--- src/rtl/mem_access_unit.sv ---
// Load/store unit bridging the pipeline to a 64-bit byte-strobed memory bus.
// Handles alignment checks, byte-lane steering, load extraction and a bus timeout.
module mem_access_unit #(
    parameter int WORD    = 64,
    parameter int TIMEOUT = 15
) (
    input  logic              clk,
    input  logic              reset,
    input  logic              start,
    input  logic              mem_read,
    input  logic              mem_write,
    input  logic [1:0]        size,
    input  logic [WORD-1:0]   address,
    input  logic [WORD-1:0]   write_data,
    output logic [WORD-1:0]   read_data,
    output logic              busy,
    output logic              done,
    output logic              error,
    output logic              bus_req,
    output logic              bus_we,
    output logic [WORD-1:0]   bus_addr,
    output logic [WORD-1:0]   bus_wdata,
    output logic [7:0]        bus_wstrb,
    input  logic [WORD-1:0]   bus_rdata,
    input  logic              bus_ack
);

    typedef enum logic [1:0] {
        S_IDLE,
        S_REQ,
        S_RESP
    } state_e;

    state_e            state_q;
    logic [3:0]        cnt_q;
    logic [1:0]        size_q;
    logic [2:0]        off_q;
    logic              we_q;
    logic [WORD-1:0]   read_data_q;
    logic              busy_q;
    logic              done_q;
    logic              error_q;
    logic              bus_req_q;
    logic              bus_we_q;
    logic [WORD-1:0]   bus_addr_q;
    logic [WORD-1:0]   bus_wdata_q;
    logic [7:0]        bus_wstrb_q;

    logic [2:0]        off_d;
    logic [7:0]        size_mask;
    logic              misaligned;
    logic              go_bus;
    logic              bypass_err;
    logic [7:0]        bus_wstrb_d;
    logic [WORD-1:0]   bus_wdata_d;
    logic [WORD-1:0]   rd_shift;
    logic [WORD-1:0]   read_data_d;

    always_comb begin
        off_d     = address[2:0];
        size_mask = 8'h01;
        misaligned = 1'b0;
        case (size)
            2'd0: begin size_mask = 8'h01; misaligned = 1'b0;            end
            2'd1: begin size_mask = 8'h03; misaligned = address[0];      end
            2'd2: begin size_mask = 8'h0F; misaligned = |address[1:0];   end
            default: begin size_mask = 8'hFF; misaligned = |address[2:0]; end
        endcase
        go_bus      = (mem_read ^ mem_write) & ~misaligned;
        // A no-op (neither read nor write) completes cleanly even if misaligned.
        bypass_err  = (mem_read & mem_write) | ((mem_read | mem_write) & misaligned);
        bus_wstrb_d = mem_write ? (size_mask << off_d) : 8'h00;
        bus_wdata_d = write_data << {off_d, 3'b000};
    end

    always_comb begin
        rd_shift    = bus_rdata >> {off_q, 3'b000};
        read_data_d = rd_shift;
        case (size_q)
            2'd0:    read_data_d = {56'd0, rd_shift[7:0]};
            2'd1:    read_data_d = {48'd0, rd_shift[15:0]};
            2'd2:    read_data_d = {32'd0, rd_shift[31:0]};
            default: read_data_d = rd_shift;
        endcase
    end

    always_ff @(posedge clk) begin
        if (reset) begin
            state_q     <= S_IDLE;
            cnt_q       <= 4'd0;
            size_q      <= 2'd0;
            off_q       <= 3'd0;
            we_q        <= 1'b0;
            read_data_q <= '0;
            busy_q      <= 1'b0;
            done_q      <= 1'b0;
            error_q     <= 1'b0;
            bus_req_q   <= 1'b0;
            bus_we_q    <= 1'b0;
            bus_addr_q  <= '0;
            bus_wdata_q <= '0;
            bus_wstrb_q <= 8'h00;
        end else begin
            done_q  <= 1'b0;
            error_q <= 1'b0;
            case (state_q)
                S_IDLE: begin
                    if (start) begin
                        size_q <= size;
                        off_q  <= off_d;
                        we_q   <= mem_write;
                        busy_q <= 1'b1;
                        if (go_bus) begin
                            state_q     <= S_REQ;
                            cnt_q       <= 4'd0;
                            bus_req_q   <= 1'b1;
                            bus_we_q    <= mem_write;
                            bus_addr_q  <= {address[WORD-1:3], 3'b000};
                            bus_wdata_q <= bus_wdata_d;
                            bus_wstrb_q <= bus_wstrb_d;
                        end else begin
                            state_q <= S_RESP;
                            done_q  <= 1'b1;
                            error_q <= bypass_err;
                        end
                    end
                end
                S_REQ: begin
                    // An ack on the final allowed cycle wins over the timeout.
                    if (bus_ack || (cnt_q == 4'(TIMEOUT - 1))) begin
                        state_q     <= S_RESP;
                        done_q      <= 1'b1;
                        error_q     <= ~bus_ack;
                        bus_req_q   <= 1'b0;
                        bus_we_q    <= 1'b0;
                        bus_addr_q  <= '0;
                        bus_wdata_q <= '0;
                        bus_wstrb_q <= 8'h00;
                        if (bus_ack && !we_q) begin
                            read_data_q <= read_data_d;
                        end
                    end else begin
                        cnt_q <= cnt_q + 4'd1;
                    end
                end
                S_RESP: begin
                    state_q <= S_IDLE;
                    busy_q  <= 1'b0;
                end
                default: begin
                    state_q <= S_IDLE;
                    busy_q  <= 1'b0;
                end
            endcase
        end
    end

    assign read_data = read_data_q;
    assign busy      = busy_q;
    assign done      = done_q;
    assign error     = error_q;
    assign bus_req   = bus_req_q;
    assign bus_we    = bus_we_q;
    assign bus_addr  = bus_addr_q;
    assign bus_wdata = bus_wdata_q;
    assign bus_wstrb = bus_wstrb_q;

endmodule

--- config.mk ---
export PLATFORM = sky130hd
export DESIGN_NAME = mem_access_unit
export DESIGN_NICKNAME = d
export VERILOG_FILES = /design/src/rtl/mem_access_unit.sv
export SDC_FILE = /design/constraint.sdc
export NUM_CORES = 1
export LEC_CHECK = 0
export CAP_MARGIN = 20
export CORE_ASPECT_RATIO = 0.7
export CORE_MARGIN = 5
export CORE_UTILIZATION = 35
export DETAILED_ROUTE_END_ITERATION = 10
export GPL_TIMING_DRIVEN = 0
export HOLD_SLACK_MARGIN = 0.15
export PLACE_DENSITY = 0.64
export SYNTH_ARGS = -nofsm -noshare
export SYNTH_HDL_FRONTEND = slang
export SYNTH_SLANG_ARGS = --single-unit
export TNS_END_PERCENT = 30
--- constraint.sdc ---
create_clock -name clk -period 3.45 [get_ports clk]
set_clock_uncertainty 0.15 [all_clocks]
set_input_delay 0.345 -clock clk [delete_from_list [all_inputs] [get_ports clk]]
set_output_delay 0.345 -clock clk [all_outputs]
set_load 0.005 [all_outputs]
==> impl_metrics.csv, run 1 <==
group,metric,value,unit
clock_network,cts_tree,"done",
worst_setup_path,critPathCaptureType,"flop",
synthesis,ys_seq_elements,214,
worst_setup_path,cp_top_family,"buffers and inverters",
timing,rsz0062_at_grt,"false",
timing,finalHoldViolCount,0,
finish,finalCoreUtilization,54.43,%
global_route,grt_pass1_vias,9807,
floorplanning,ios,405,
floorplanning,fp-row-count,51,
timing,fin_crit,2.919,ns
global_route,antenna_found_initial,2,
timing,fin_tns_setup,0,ns
worst_setup_path,crit_required,3.75,ns
clock_network,clock_path_buffers,3,
clock_network,h-tree-depth,1,
job,cap_viol_max_count,0,
clock_network,postCtsSetupRepairBufs,0,
synthesis,avgSynthCellArea,10.41,um^2
route,vias,9977,
route,wirelength,44930,um
clock_network,cts_resized,0,
floorplanning,die_w,211.7,um
worst_setup_path,slowest_delay,0.49,ns
worst_setup_path,crit_top_cell,"buf_2",
floorplanning,core,27950,um^2
min_path,hp-class,"in -> reg",
synthesis,synth-async-reset-ratio,0,%
finish,ff_latch_area,4284,um^2
timing,fin_crit_sh,84.60,%
clock_network,clk_pin_slew,0.07,ns
synthesis,synth_enable_flop_cells,0,
global_route,grt_pass1_wl,65140,um
route,drc,0,
placed_design,gp_congestion,0.9670,
min_path,hold_depth,2,
timing,setup_viol,0,
floorplanning,start_util,35.66,%
power,finalPower,6.439,mW
finish,final_layout_size_suffix_gt1_share,9.449,%
placed_design,dpl.hpwl,35510,um
power,irDropWorstVdd,272.5,uV
worst_setup_path,start_kind,"input port",
synthesis,ys.flop_type,"dfxtp_1",
finish,syn_to_final_growth,52.64,%
route,first_pass_iters,6,
route,viasPerCell,5.634,
worst_setup_path,crit_arrival,3.22,ns
placed_design,numPortBuffers,396,
global_route,grt_use_total,26.82,%
global_route,grt.overflow.total,0,
floorplanning,die_area,32010,um^2
worst_setup_path,worstSetupPathType,"in -> reg",
route,detail-route-antenna-nets,0,
timing,relSlewSlack,25.42,%
synthesis,synth_area,9967,um^2
route,wl_per_cell,25.37,um
power,p_per_area,423.2,nW/um^2
clock_network,cts_buffers,23,
clock_network,clock_sinks,214,
clock_network,cts.hold.buffers_added,1,
finish,nets,1588,
worst_setup_path,crit_path_cell_trace,"clkdlybuf4s50_1 > clkbuf_1 > inv_1 > ha_1 > o21a_1 > o221ai_4 > buf_2 > buf_2 > a22o_1",
global_route,grt_max_degree,14,
synthesis,synthCells,957,
worst_setup_path,cp_slowest_cell,"clkdlybuf4s50_1",
timing,maxSlewViolCount,0,
finish,nFillCells,2569,
worst_setup_path,path_max_fanout,10,
timing,tightest_slew,1.110,ns
worst_setup_path,crit_buf_inv,5,
timing,max_freq,0.3426,GHz
synthesis,synth_cell_types,58,
clock_network,cts_root_buf,"clkbuf_16",
power,power.leakage,5.641,nW
worst_setup_path,reg2reg_depth,8,
synthesis,yosysWarnings,0,
worst_setup_path,cp.depth,9,
status,status,"finished, final reports clean",
clock_network,worstSkewPairLatency,0.51,ns
synthesis,synth-seq-area-share,42.98,%
route,drt_iter0_drc,785,
finish,multi_input_area,5213,um^2
floorplanning,dieHeight,151.2,um
-- cells by family (layout without fill, tap and decap cells) --
| kind of cell | count (synthesis) | after routing | synth area share [%] |
|---|---|---|---|
| flops | 214 | 214 | 42.98 |
| fa+ha+maj | 4 | 4 | 0.5022 |
| buf+inv | 105 | 543 | 4.858 |
| simple gates | 165 | 165 | 8.825 |
| other cells | 1 | 6 | 0.03762 |
| compound gates | 304 | 304 | 24.14 |
| mux | 161 | 161 | 18.39 |
| xor+xnor | 3 | 3 | 0.2637 |
-- worst paths after layout --
check / from / end / slack (ns)
hold / removal: address[51] / bus_addr[51] / 0.26
setup / recovery: mem_write / bus_wdata[24] / 0.53
hold reg to reg: bus_req / bus_req / 0.30
setup reg to reg: cnt_q[0] / bus_wdata[24] / 0.84
-- final cells by class --
class,count,area share [%]
antenna,3,0.04935
clock buffer,31,4.244
sequential,214,28.16
buffer,92,2.862
timing repair buffer,400,26.27
clock inverter,7,0.7813
multi-input combinational,640,34.26
tap,371,3.051
inverter,13,0.3208
-- worst reg2reg max path: stages (launching register included) --
cell and delay, ns:
dfxtp_1 0.39, inv_1 0.07, ha_1 0.20, nand3_1 0.22, a21oi_1 0.18, o221ai_4 0.40
buf_2 0.38, buf_2 0.37, a22o_1 0.21
-- cells in the mapped netlist, drive strengths merged (4+ instances only) --
library cell / n / area (um^2)
dfxtp: 214 / 4284
mux2i: 128 / 1281
a22o: 102 / 893.4
buf: 54 / 292.8
a22oi: 48 / 360.4
nand2: 48 / 180.2
nor2: 46 / 175.2
clkbuf: 38 / 142.6
nand2b: 29 / 181.4
o21ai: 29 / 148.9
a21oi: 25 / 125.1
a32o: 23 / 230.2
o2bb2ai: 18 / 157.7
mux2: 17 / 191.4
mux4: 16 / 360.4
inv: 13 / 48.80
nand3b: 10 / 75.07
o211ai: 9 / 67.56
o221ai: 9 / 96.35
a222oi: 8 / 80.08
a31oi: 8 / 50.05
a32oi: 8 / 70.07
o22ai: 8 / 50.05
nor3: 5 / 30.03
ha: 4 / 50.05
nand3: 4 / 20.02
-- metal layers --
layer  GRT usage [%]  part of all wire (%)  vias to the layer above
li1                -                     -                     4542
met1           38.32                    44                     4847
met2           39.60                    43                      542
met3           9.524                    11                       46
met4           4.667                   1.5                        0
met5               0                     0                        -
-- cell usage in the layout, fill, tap and decap left out, types with 4 or more instances in the layout --
cell type        count
a21oi_1             25
a222oi_1             8
a22o_1             102
a22oi_1             48
a31oi_1              8
a32o_1              23
a32oi_1              8
buf_1                7
buf_2               40
buf_4                5
clkbuf_1            42
clkbuf_16           23
clkbuf_8             4
clkdlybuf4s50_1    396
dfxtp_1            214
ha_1                 4
inv_1               13
mux2_2              17
mux2i_1            128
mux4_2              16
nand2_1             48
nand2b_1            29
nand3_1              4
nand3b_1            10
nor2_1              45
nor3_1               4
o211ai_1             9
o21ai_0             28
o221ai_1             8
o22ai_1              8
o2bb2ai_1           18
-- sequential cells by signal, summed over array words and instances (netlist names) --
signal	cells
bus_wstrb	8
bus_we	1
state_q	2
done	1
bus_addr	61
bus_req	1
read_data	64
size_q	2
off_q	3
bus_wdata	64
we_q	1
cnt_q	4
busy	1
error	1
-- where the power goes --
part | total (mW) | internal [mW] | switching (mW)
Sequential | 2.61 | 2.56 | 0.0499
Clock | 2.56 | 1.53 | 1.03
Combinational | 1.27 | 0.616 | 0.653
-- stage by stage --
step	hold slack [ns]	cells	area, um^2	setup slack, ns
after global placement	0.2841	1726	14400	0.08614
final	0.2602	1771	15210	0.5314
after detailed placement	0.2939	1728	14420	0.07351
after floorplan	0.2951	959	9975	1.303
after CTS	0.2285	1767	15200	0.5752
after global routing	0.2426	1770	15210	0.4440
No activity file was read; power rests on OpenSTA's default activity.
==> run 2: changes to the inputs <==
==> constraint.sdc (replaced) <==
create_clock -name clk -period 3 [get_ports clk]
set_clock_uncertainty 0.15 [all_clocks]
set_input_delay 0.3 -clock clk [delete_from_list [all_inputs] [get_ports clk]]
set_output_delay 0.3 -clock clk [all_outputs]
set_load 0.005 [all_outputs]
==> results of run 2 <==
Same layout as run 1 (identical final DEF). Status: finished, final reports clean.
Among the figures that moved: setup slack after placement 0.07351 ns -> -0.3315 ns; setup slack after layout 0.5314 ns -> 0.1264 ns; hold slack 0.2602 ns -> 0.2152 ns; register-to-register setup slack 0.84 ns -> 0.39 ns; total power 6.439 mW -> 7.405 mW; worst IR drop on VDD 272.5 uV -> 313.3 uV
==> run 3: changes to the inputs <==
--- a/config.mk
+++ b/config.mk
@@ -5,12 +5,13 @@
 export SDC_FILE = /design/constraint.sdc
 export NUM_CORES = 1
 export LEC_CHECK = 0
+export ABC_CLOCK_PERIOD_IN_PS = 3000
 export CAP_MARGIN = 20
 export CORE_ASPECT_RATIO = 0.7
 export CORE_MARGIN = 5
 export CORE_UTILIZATION = 35
 export DETAILED_ROUTE_END_ITERATION = 10
-export GPL_TIMING_DRIVEN = 0
+export GPL_TIMING_DRIVEN = 1
 export HOLD_SLACK_MARGIN = 0.15
 export PLACE_DENSITY = 0.64
 export SYNTH_ARGS = -nofsm -noshare
==> run 3 against run 2 <==
Non-clock buffer count down 49; clock power about the same; sequential share of layout area up 0.11 points; largest power group unchanged; highest routed layer unchanged.
==> impl_metrics.csv, run 3 (synthesized netlist as in run 1, its figures left out) <==
group,metric,value,unit
floorplanning,die_area,32010,um^2
power,irDropWorstVdd,339.2,uV
floorplanning,die_w,211.7,um
placed_design,dpl.hpwl,30500,um
worst_setup_path,crit_arrival,2.72,ns
finish,final_layout_size_suffix_gt1_share,9.407,%
worst_setup_path,critPathCaptureType,"flop",
clock_network,cts_resized,0,
timing,relSlewSlack,47.33,%
min_path,hold_start,"address[46]",
worst_setup_path,crit_path_cell_trace,"dlygate4sd3_1 > buf_2 > inv_1 > nand2_1 > nor2_4 > buf_4 > a32o_1",
timing,fin_crit_sh,80.40,%
clock_network,cts_buffers,23,
worst_setup_path,path_max_fanout,26,
route,wirelength,39640,um
min_path,hold_depth,2,
clock_network,cts_root_buf,"clkbuf_16",
timing,rsz0062_at_grt,"false",
timing,max_freq,0.4146,GHz
worst_setup_path,cp_top_family,"buffers and inverters",
worst_setup_path,r2r_slack,0.73,ns
finish,nets,1539,
route,first_pass_iters,6,
timing,fin_crit,2.412,ns
route,drt_iter0_drc,841,
worst_setup_path,cp_slowest_cell,"dlygate4sd3_1",
worst_setup_path,start_kind,"input port",
power,p_per_area,480.3,nW/um^2
floorplanning,fp-row-count,51,
finish,final_common_cell,"clkdlybuf4s50_1",
finish,diodes,0,
min_path,min_to,"bus_addr[46]",
placed_design,numPortBuffers,401,
global_route,grt_use_total,23.37,%
clock_network,clk_pin_slew,0.06,ns
job,cap_viol_max_count,0,
worst_setup_path,crit_buf_inv,4,
clock_network,h-tree-depth,1,
global_route,antenna_found_initial,0,
route,drc,0,
placed_design,gp_congestion,0.8994,
finish,finalCoreUtilization,54.29,%
route,vias,9443,
clock_network,clock_sinks,214,
worst_setup_path,crit_required,3.31,ns
status,status,"finished, final reports clean",
route,wl_per_cell,23.03,um
worst_setup_path,r2r_end,"bus_addr[36]",
timing,setup_viol,0,
worst_setup_path,worstSetupPathType,"in -> reg",
worst_setup_path,slowest_delay,0.53,ns
min_path,hp-class,"in -> reg",
finish,layout_common_cells,"clkdlybuf4s50_1, dfxtp_1, mux2i_1",
global_route,grt.overflow.total,0,
floorplanning,core,27950,um^2
floorplanning,ios,405,
clock_network,clock_path_buffers,3,
worst_setup_path,crit-reg2reg-launch,"cnt_q[1]",
timing,maxSlewViolCount,0,
timing,fin_tns_setup,0,ns
clock_network,cts_tree,"done",
global_route,grt_pass1_vias,9191,
global_route,grt_max_degree,110,
finish,syn_to_final_growth,52.23,%
timing,finalHoldViolCount,0,
power,power.leakage,5.605,nW
route,viasPerCell,5.487,
clock_network,worstSkewPairLatency,0.52,ns
worst_setup_path,reg2reg_depth,6,
global_route,grt_pass1_wl,57950,um
timing,tightest_slew,0.7901,ns
floorplanning,dieHeight,151.2,um
floorplanning,start_util,35.66,%
route,detail-route-antenna-nets,0,
## run 3: changes by cell type in the layout (fill, tap and decap cells not counted), sizes merged
cell / before / now
clkdlybuf4s50: 396 / 397
dlygate4sd3: 1 / 3
clkinv: 1 / 5
clkdlybuf4s18: 1 / 0
diode: 3 / 0
clkinvlp: 2 / 0
buf: 55 / 43
clkbuf: 70 / 31
## run 3: cell type report
cell class,count,area (um^2)
Tap cell,371,464.2
Fill cell,2531,12780
Inverter,13,48.80
Timing Repair Buffer,443,4382
Sequential cell,214,4289
Clock buffer,31,625.6
Multi-Input combinational cell,640,5218
Clock inverter,9,146.4
## run 3: repair_timing
action                    CTS  global route
hold endpoints to repair   19             0
hold buffers                3             0
buffers inserted            0             0
## run 3: routing by layer
layer	wire (um)	GRT usage (%)	vias up
met5	0	0	-
met4	1305	7.145	0
met3	3234	6.149	69
met2	16860	33.20	420
met1	18240	34.54	4521
li1	-	-	4433
## run 3: through the flow
stage	power, mW	setup WS [ns]	hold WS (ns)	instance area [um^2]	std cells
6_report	7.287	0.5881	0.2142	15170	1721
5_1_grt	7.583	0.4398	0.1923	15170	1721
4_1_cts	7.352	0.5974	0.1823	15170	1721
3_5_place_dp	4.420	0.4883	0.2916	14370	1678
3_3_place_gp	4.417	0.5313	0.2907	14370	1678
2_1_floorplan	3.699	0.8977	0.2755	9975	959
## run 3: worst max-delay path by stage
stage | start | depth (start not counted) | end | slack, ns
4_1_cts | reset | 7 | bus_wdata[55] | 0.60
3_3_place_gp | mem_read | 7 | bus_addr[27] | 0.53
5_1_grt | reset | 7 | bus_wdata[53] | 0.44
6_report | reset | 7 | bus_wdata[55] | 0.59
3_5_place_dp | mem_read | 7 | bus_addr[36] | 0.49
2_1_floorplan | mem_write | 8 | bus_wdata[40] | 0.90
## run 3: power by group
| group | switching, mW | total [mW] | leakage (nW) | internal (mW) |
|---|---|---|---|---|
| Clock | 1.17 | 2.91 | 0.377 | 1.74 |
| Combinational | 0.644 | 1.35 | 3.49 | 0.709 |
| Sequential | 0.0859 | 3.03 | 1.73 | 2.94 |
| Total | 1.90 | 7.29 | 5.60 | 5.39 |
